--- config.mk ---
export PLATFORM = sky130hd
export DESIGN_NAME = ifu_fetch_flat
export DESIGN_NICKNAME = d
export VERILOG_FILES = /design/src/rtl/ifu_fetch_if.sv /design/src/rtl/ifu_fetch.sv /design/src/flat_wrapper.sv
export SDC_FILE = /design/constraint.sdc
export NUM_CORES = 1
export LEC_CHECK = 0
export ABC_AREA = 1
export CAP_MARGIN = 25
export CORE_UTILIZATION = 40
export DETAILED_ROUTE_END_ITERATION = 7
export PLACE_DENSITY_LB_ADDON = 0.15
export SYNTH_ARGS = -nofsm -noshare
export SYNTH_HDL_FRONTEND = slang
export SYNTH_SLANG_ARGS = --single-unit
--- constraint.sdc ---
create_clock -name clock -period 9.3 [get_ports clock]
set_clock_uncertainty 0.1 [all_clocks]
set_input_delay 1.395 -clock clock [delete_from_list [all_inputs] [get_ports clock]]
set_output_delay 1.395 -clock clock [all_outputs]
set_load 0.01 [all_outputs]
--- src/rtl/ifu_fetch_if.sv ---
// Fetch-stage bus bundle: icache address/result, backend redirect/fence.i,
// decode-side FIFO head and performance counters.
interface ifu_fetch_if;
   logic [31:0] icache_addr;
   logic        icache_hit;
   logic [31:0] icache_inst;
   logic        flush_icache;
   logic        redirect_valid;
   logic [31:0] redirect_pc;
   logic        fencei_valid;
   logic        out_valid;
   logic        out_ready;
   logic [31:0] out_pc;
   logic [31:0] out_inst;
   logic [31:0] perf_miss_cycles;
   logic [31:0] perf_full_cycles;

   modport master (
      output icache_addr, flush_icache, out_valid, out_pc, out_inst,
             perf_miss_cycles, perf_full_cycles,
      input  icache_hit, icache_inst, redirect_valid, redirect_pc,
             fencei_valid, out_ready
   );

   modport slave (
      input  icache_addr, flush_icache, out_valid, out_pc, out_inst,
             perf_miss_cycles, perf_full_cycles,
      output icache_hit, icache_inst, redirect_valid, redirect_pc,
             fencei_valid, out_ready
   );
endinterface

--- src/rtl/ifu_fetch.sv ---
// IFU fetch-PC stage: drives the icache, queues {pc, inst} toward decode,
// handles redirects and fence.i. Define IFU_PERF_EN to build the perf counters.
module ifu_fetch #(
   parameter logic [31:0] RESET_PC    = 32'h8000_0000,
   parameter int          QUEUE_DEPTH = 4
) (
   input  logic        clock,
   input  logic        reset,
   ifu_fetch_if.master bus
);
   localparam int         PW      = $clog2(QUEUE_DEPTH);
   localparam logic [PW:0] L_DEPTH = (PW+1)'(QUEUE_DEPTH);

   typedef enum logic [1:0] {
      ST_FETCH   = 2'd0,
      ST_FENCE   = 2'd1,
      ST_REFETCH = 2'd2
   } state_t;

   state_t        r_state, w_state_nxt;
   logic [29:0]   r_pc, w_pc_nxt;
   logic [PW-1:0] r_head, r_tail, w_head_nxt, w_tail_nxt;
   logic [PW:0]   r_count, w_count_nxt;
   logic [31:0]   r_mem_pc   [QUEUE_DEPTH];
   logic [31:0]   r_mem_inst [QUEUE_DEPTH];
   logic          w_full, w_push, w_pop;
   logic          w_unused_rpc_lsb;

   // Word-aligned PC only; redirect target low bits are dropped.
   assign w_unused_rpc_lsb = ^bus.redirect_pc[1:0];

   assign w_full = (r_count == L_DEPTH);
   assign w_push = (r_state == ST_FETCH) & bus.icache_hit & ~w_full
                 & ~bus.redirect_valid & ~bus.fencei_valid;
   assign w_pop  = (r_count != {(PW+1){1'b0}}) & bus.out_ready;

   // Next-state, PC and FIFO pointer computation.
   always_comb begin
      w_state_nxt = r_state;
      w_pc_nxt    = r_pc;
      w_head_nxt  = r_head;
      w_tail_nxt  = r_tail;
      w_count_nxt = r_count;
      if (bus.fencei_valid) begin
         w_state_nxt = ST_FENCE;
         w_pc_nxt    = bus.redirect_pc[31:2];
         w_head_nxt  = {PW{1'b0}};
         w_tail_nxt  = {PW{1'b0}};
         w_count_nxt = {(PW+1){1'b0}};
      end else if (bus.redirect_valid) begin
         // A redirect during the fence sequence lets the sequence finish.
         w_pc_nxt    = bus.redirect_pc[31:2];
         w_head_nxt  = {PW{1'b0}};
         w_tail_nxt  = {PW{1'b0}};
         w_count_nxt = {(PW+1){1'b0}};
         case (r_state)
            ST_FENCE: w_state_nxt = ST_REFETCH;
            default:  w_state_nxt = ST_FETCH;
         endcase
      end else begin
         case (r_state)
            ST_FENCE: w_state_nxt = ST_REFETCH;
            default:  w_state_nxt = ST_FETCH;
         endcase
         if (w_push) begin
            w_pc_nxt   = r_pc + 30'd1;
            w_tail_nxt = r_tail + PW'(1);
         end else begin
            w_pc_nxt   = r_pc;
            w_tail_nxt = r_tail;
         end
         if (w_pop) begin
            w_head_nxt = r_head + PW'(1);
         end else begin
            w_head_nxt = r_head;
         end
         case ({w_push, w_pop})
            2'b10:   w_count_nxt = r_count + (PW+1)'(1);
            2'b01:   w_count_nxt = r_count - (PW+1)'(1);
            default: w_count_nxt = r_count;
         endcase
      end
   end

   // Control state register.
   always_ff @(posedge clock or posedge reset) begin
      if (reset) begin
         r_state <= ST_FETCH;
         r_pc    <= RESET_PC[31:2];
         r_head  <= {PW{1'b0}};
         r_tail  <= {PW{1'b0}};
         r_count <= {(PW+1){1'b0}};
      end else begin
         r_state <= w_state_nxt;
         r_pc    <= w_pc_nxt;
         r_head  <= w_head_nxt;
         r_tail  <= w_tail_nxt;
         r_count <= w_count_nxt;
      end
   end

   // FIFO storage; validity is tracked by the count, so no reset needed.
   always_ff @(posedge clock) begin
      if (w_push) begin
         r_mem_pc[r_tail]   <= {r_pc, 2'b00};
         r_mem_inst[r_tail] <= bus.icache_inst;
      end
   end

   assign bus.icache_addr  = {r_pc, 2'b00};
   assign bus.flush_icache = (r_state == ST_FENCE);
   assign bus.out_valid    = (r_count != {(PW+1){1'b0}});
   assign bus.out_pc       = r_mem_pc[r_head];
   assign bus.out_inst     = r_mem_inst[r_head];

`ifdef IFU_PERF_EN
   logic [31:0] r_perf_miss, r_perf_full;
   logic        w_miss_inc, w_full_inc;

   assign w_miss_inc = (r_state == ST_FETCH) & ~bus.icache_hit;
   assign w_full_inc = bus.icache_hit & w_full;

   // Saturating stall counters.
   always_ff @(posedge clock or posedge reset) begin
      if (reset) begin
         r_perf_miss <= 32'h0;
         r_perf_full <= 32'h0;
      end else begin
         if (w_miss_inc && (r_perf_miss != 32'hFFFF_FFFF)) begin
            r_perf_miss <= r_perf_miss + 32'd1;
         end
         if (w_full_inc && (r_perf_full != 32'hFFFF_FFFF)) begin
            r_perf_full <= r_perf_full + 32'd1;
         end
      end
   end

   assign bus.perf_miss_cycles = r_perf_miss;
   assign bus.perf_full_cycles = r_perf_full;
`else
   assign bus.perf_miss_cycles = 32'h0;
   assign bus.perf_full_cycles = 32'h0;
`endif
endmodule
--- src/flat_wrapper.sv ---
// flat-port wrapper written by rule: the top's interface ports become plain ports
module ifu_fetch_flat 
#(
   parameter logic [31:0] RESET_PC    = 32'h8000_0000,
   parameter int          QUEUE_DEPTH = 4
)
  (clock, reset, bus_icache_addr, bus_flush_icache, bus_out_valid, bus_out_pc, bus_out_inst, bus_perf_miss_cycles, bus_perf_full_cycles, bus_icache_hit, bus_icache_inst, bus_redirect_valid, bus_redirect_pc, bus_fencei_valid, bus_out_ready);
  ifu_fetch_if bus_i ();
  input  logic clock;
  input  logic reset;
  output wire logic [$bits(bus_i.icache_addr)-1:0] bus_icache_addr;
  output wire logic [$bits(bus_i.flush_icache)-1:0] bus_flush_icache;
  output wire logic [$bits(bus_i.out_valid)-1:0] bus_out_valid;
  output wire logic [$bits(bus_i.out_pc)-1:0] bus_out_pc;
  output wire logic [$bits(bus_i.out_inst)-1:0] bus_out_inst;
  output wire logic [$bits(bus_i.perf_miss_cycles)-1:0] bus_perf_miss_cycles;
  output wire logic [$bits(bus_i.perf_full_cycles)-1:0] bus_perf_full_cycles;
  input wire logic [$bits(bus_i.icache_hit)-1:0] bus_icache_hit;
  input wire logic [$bits(bus_i.icache_inst)-1:0] bus_icache_inst;
  input wire logic [$bits(bus_i.redirect_valid)-1:0] bus_redirect_valid;
  input wire logic [$bits(bus_i.redirect_pc)-1:0] bus_redirect_pc;
  input wire logic [$bits(bus_i.fencei_valid)-1:0] bus_fencei_valid;
  input wire logic [$bits(bus_i.out_ready)-1:0] bus_out_ready;
  assign bus_icache_addr = bus_i.icache_addr;
  assign bus_flush_icache = bus_i.flush_icache;
  assign bus_out_valid = bus_i.out_valid;
  assign bus_out_pc = bus_i.out_pc;
  assign bus_out_inst = bus_i.out_inst;
  assign bus_perf_miss_cycles = bus_i.perf_miss_cycles;
  assign bus_perf_full_cycles = bus_i.perf_full_cycles;
  assign bus_i.icache_hit = bus_icache_hit;
  assign bus_i.icache_inst = bus_icache_inst;
  assign bus_i.redirect_valid = bus_redirect_valid;
  assign bus_i.redirect_pc = bus_redirect_pc;
  assign bus_i.fencei_valid = bus_fencei_valid;
  assign bus_i.out_ready = bus_out_ready;
  ifu_fetch #(.RESET_PC(RESET_PC), .QUEUE_DEPTH(QUEUE_DEPTH)) u_core (.clock(clock), .reset(reset), .bus(bus_i));
endmodule
After elaboration in Yosys (flattened, before gate mapping) --
Memory sizes are Yosys's and may differ from the RTL's. Index checks and enable logic that the tools add are counted.
Operators by class: add/sub/neg operators 5, equal/unequal tests 4, muxes and demuxes 16, bitwise logic cells 8, reduce and logical (&&, ||, !) cells 5
Operators with widths (count):
- $mux W30 | 3
- $add A30 B1 Y30 const B | 1
- $mux W2 | 8
- $reduce_bool A3 Y1 | 3
- $mux W3 | 2
- $pmux W3 S2 | 1
- $and A1 B1 Y1 | 5
- $add A2 B1 Y2 const B | 2
- $eq A2 B1 Y1 const B | 2
- $reduce_bool A4 Y1 | 1
- $add A3 B1 Y3 const B | 1
- $eq A3 B3 Y1 const B | 1
- $not A1 Y1 | 3
- $sub A3 B1 Y3 const B | 1
- $eq A2 B2 Y1 const B | 1
- $logic_not A2 Y1 | 1
- $mux W1 | 2
Word-level totals: flip-flop bits (word level) 39, RAM bits 248, word-level logic and storage cells 45, memories kept 2
Memory list:
- u_core.r_mem_inst | words 4, width 32, read ports 1, clocked after Yosys merged registers in 0, write ports 1, RTL line ifu_fetch.sv:25 | logic [31:0] r_mem_inst [QUEUE_DEPTH];
- u_core.r_mem_pc | words 4, width 30, read ports 1, clocked after Yosys merged registers in 0, write ports 1, RTL line ifu_fetch.sv:24 | logic [31:0] r_mem_pc [QUEUE_DEPTH];

Longest topological paths before layout --
depth in word-level cells 9, mapped depth 10, gate-level depth less buffers 10

Worst setup path after synthesis --
Ideal clock, no wire load.
path kind input to register, start in bus_redirect_valid, end mem u_core.r_mem_inst[0][0], enable pin, library setup time 0.482 ns, arrival 4.469 ns, setup slack 4.249 ns, stages 4, cell sequence nor2_8 nand4_4 buf_2 nor2_1
Between the ends: longest elaborated chain between the ends 5
Ends and longest elaborated chain:
- start: declaration | RTL line flat_wrapper.sv:20 | input wire logic [$bits(bus_i.redirect_valid)-1:0] bus_redirect_valid;
- $not A1 Y1 | RTL line ifu_fetch.sv:34 | & ~bus.redirect_valid & ~bus.fencei_valid;
- $and A1 B1 Y1 (2 in series) | RTL line ifu_fetch.sv:34
- $mux W1 | RTL line ifu_fetch.sv:104 | if (w_push) begin
- $mux W1 (not written as such) | RTL line ifu_fetch.sv:106 | r_mem_inst[r_tail] <= bus.icache_inst;
- end: declaration | RTL line ifu_fetch.sv:25
Every way passes these cells.

Worst setup path after layout --
start reg u_core.r_head[0], end out bus_out_pc[14]
Between the ends: longest elaborated chain between the ends 1
Ends and longest elaborated chain:
- start: declaration | RTL line ifu_fetch.sv:22 | logic [PW-1:0] r_head, r_tail, w_head_nxt, w_tail_nxt;
- start signal: assignment | RTL line ifu_fetch.sv:90 | r_head <= {PW{1'b0}};
- start signal: assignment | RTL line ifu_fetch.sv:96 | r_head <= w_head_nxt;
- $mem_v2 Z4 W30
- end: declaration | RTL line flat_wrapper.sv:14 | output wire logic [$bits(bus_i.out_pc)-1:0] bus_out_pc;
Every way passes these cells.

==> impl_metrics.toml <==
[worst_hold_path]
hp-class = "reg -> reg"

[critical_path]
critical_path_class = "reg -> out"
cp-start-kind = "flop"
cp_max_fo = 67
crit_path_end_kind = "output pin"
cp.arrival_ns = 3.34
required_ns = 7.81

[clock_tree]
htree_levels = 1
post_cts_buffers = 0
worstSkewPairLatency_ns = 0.56
cts_max_path_buffers = 3
holdBufCountCts = 0
numCtsBuffers = 31
cts_tree = "done"
cts_sinks = 287
post_cts_resized = 0
path_clk_slew_ns = 0.06
cts_root_buffer = "clkbuf_16"

[grt]
antenna_found_initial = 0
grt_pass1_wl_mm = 44.34
grtUsageTotal = 0.1830
grt_pass1_vias = 7833
grt_overflow = 0
grt_max_degree = 105

[timing]
max_freq_mhz = 207.0
final_max_slew_viol_count = 0
period_share = 0.5196
rsz0062_at_grt = "false"
finalSetupViolations = 0
period_needed_ns = 4.832
hold_viol_final = 0
maxSlewHeadroom = 0.3036
worst_slew_pin_slew_ns = 1.045
setup_tns_ns = 0

[placement]
dp_hpwl_mm = 16.97
gp_congestion = 0.8935
placed_cell_area_um2 = 14190
io_buffers = 161

[route]
drt_iter0_drc = 575
drc = 0
firstDrtPassIters = 6
wire_per_inst_um = 17.42
ant_nets = 0
vias_per_cell = 4.990
routed_wl_mm = 29.30
num_vias = 8394

[finish]
drive_above_1_share = 0.06376
final_common_cell = "edfxtp_1"
fin_nets = 1341
syn_to_final_growth_pct = 21.69
layout_common_cells = "edfxtp_1 (248), nor2_1 (205), clkdlybuf4s50_1 (161)"
fin_area_um2 = 15170
diodes = 0

[floorplanning]
die_width_um = 178.6
initial_core_util = 0.4066
core-area_um2 = 30670
row_count = 64
ios = 232
die-area_um2 = 31880
die_h_um = 178.6

[pwr]
total_leakage_power_uw = 0.005452
powerDensity_nw_per_um2 = 187.3
vdd_drop_max_mv = 0.1263

[yosys]
ys_warn_count = 0
syn_avg_cell_area_um2 = 11.21
synth-edff-count = 248
ys.flop_type = "edfxtp_1"
syn_area_um2 = 12470
synth_cells = 1112
async_flop_share = 0.1359
yosysSeqAreaShare = 0.6756
synth_cell_types = 37
yosys_register_bits = 287

[run_status]
status = "completed"

[flow_run]
cap_viol_max_count = 0
==> cell families after synthesis <==
group / count (synthesis) / synth area share
mux: 1 / 0.0008028
buf+inv: 162 / 0.07215
compound gates: 225 / 0.09693
simple gates: 420 / 0.1403
fa+ha+maj: 7 / 0.007626
flops: 287 / 0.6756
xor+xnor: 9 / 0.006322
other cells: 1 / 0.0003007
==> per-stage QoR <==
step | utilization | power [uW] | hold WS, ns | std cells | setup WS [ns]
floorplan | - | 1614 | 0.3288 | 1179 | 4.249
global placement | 0.4628 | 1714 | 0.3428 | 1626 | 4.355
detailed placement | 0.4628 | 1716 | 0.3544 | 1626 | 4.312
CTS | 0.4939 | 2869 | 0.3626 | 1681 | 4.377
global route | 0.4948 | 2948 | 0.4039 | 1682 | 4.228
finish | 0.4948 | 2842 | 0.3590 | 1682 | 4.468
==> area by class of cell <==
class / count / area [um2]
multi-input combinational: 730 / 3427
timing repair buffer: 171 / 1707
clock buffer: 34 / 787.0
sequential: 287 / 8429
clock inverter: 21 / 165.2
inverter: 43 / 163.9
fill: 2716 / 15490
tap: 396 / 495.5
==> flip-flops by register name (all words and copies together), names as in the netlist <==
register           flops
u_core.r_pc           30
u_core.r_state         2
u_core.r_mem_pc      120
u_core.r_head          2
u_core.r_mem_inst    128
u_core.r_count         3
u_core.r_tail          2
==> power breakdown <==
| group | switching [uW] | leakage [uW] | internal, uW | total (uW) |
|---|---|---|---|---|
| clock network | 489 | 0.000457 | 662 | 1150 |
| registers | 49.4 | 0.00270 | 1430 | 1480 |
| logic | 114 | 0.00229 | 94.9 | 209 |
| total | 653 | 0.00545 | 2190 | 2840 |
==> metal layers <==
layer  vias up  global-route usage  part of all wire  routed length [um]
met4         0             0.05544             0.023                 667
li1       4057                   -                 -                   -
met3        46             0.03133             0.051                1482
met1      4039              0.2545              0.47               13700
met5         -                   0                 0                   0
met2       252              0.2925              0.46               13450
==> worst max-delay path, stage by stage, from the launching register on <==
cell,delay [ns]
dfrtp_4,0.61
inv_4,0.52
buf_4,0.62
o21ai_0,0.15
o22ai_1,0.24
clkdlybuf4s50_1,0.59
==> worst paths after layout <==
check                                   from                        to  slack (ns)  depth (start not counted)
max                         u_core.r_head[0]            bus_out_pc[14]        4.47                          5
min                        u_core.r_state[1]         u_core.r_state[1]        0.36                          1
max reg2reg                u_core.r_state[1]  u_core.r_mem_inst[3][18]        6.40                          4
min reg2reg                u_core.r_state[1]         u_core.r_state[1]        0.36                          1
max in group asynchronous              reset          u_core.r_head[0]        7.48                          3
min in group asynchronous              reset           u_core.r_pc[23]        1.17                          3
==> synth_stat cells (2+ instances only) <==
master    instances  area (um2)
inv_1            40       150.1
nor2_4            3       33.78
o22ai_1          63       394.1
nor2_1          209       784.5
nor3_1            4       20.02
o21ai_1           5       25.02
buf_4            68       510.5
buf_2            17       85.08
nand4_1           5       31.28
dfrtp_1          38       950.9
buf_6             2       22.52
a21oi_1           8       40.04
xor2_1            6       52.55
nor2_2            4       25.02
clkbuf_1         32       120.1
edfxtp_1        248        7447
nand2_2           4       25.02
nand3b_1          2       15.01
inv_2             2       7.510
nand3_2           3       30.03
nand3_1          32       160.2
xnor2_1           3       26.28
ha_1              6       75.07
nand2_1         149       559.3
o21ai_0         147       735.7
No activity file was read; power rests on OpenSTA's default activity.
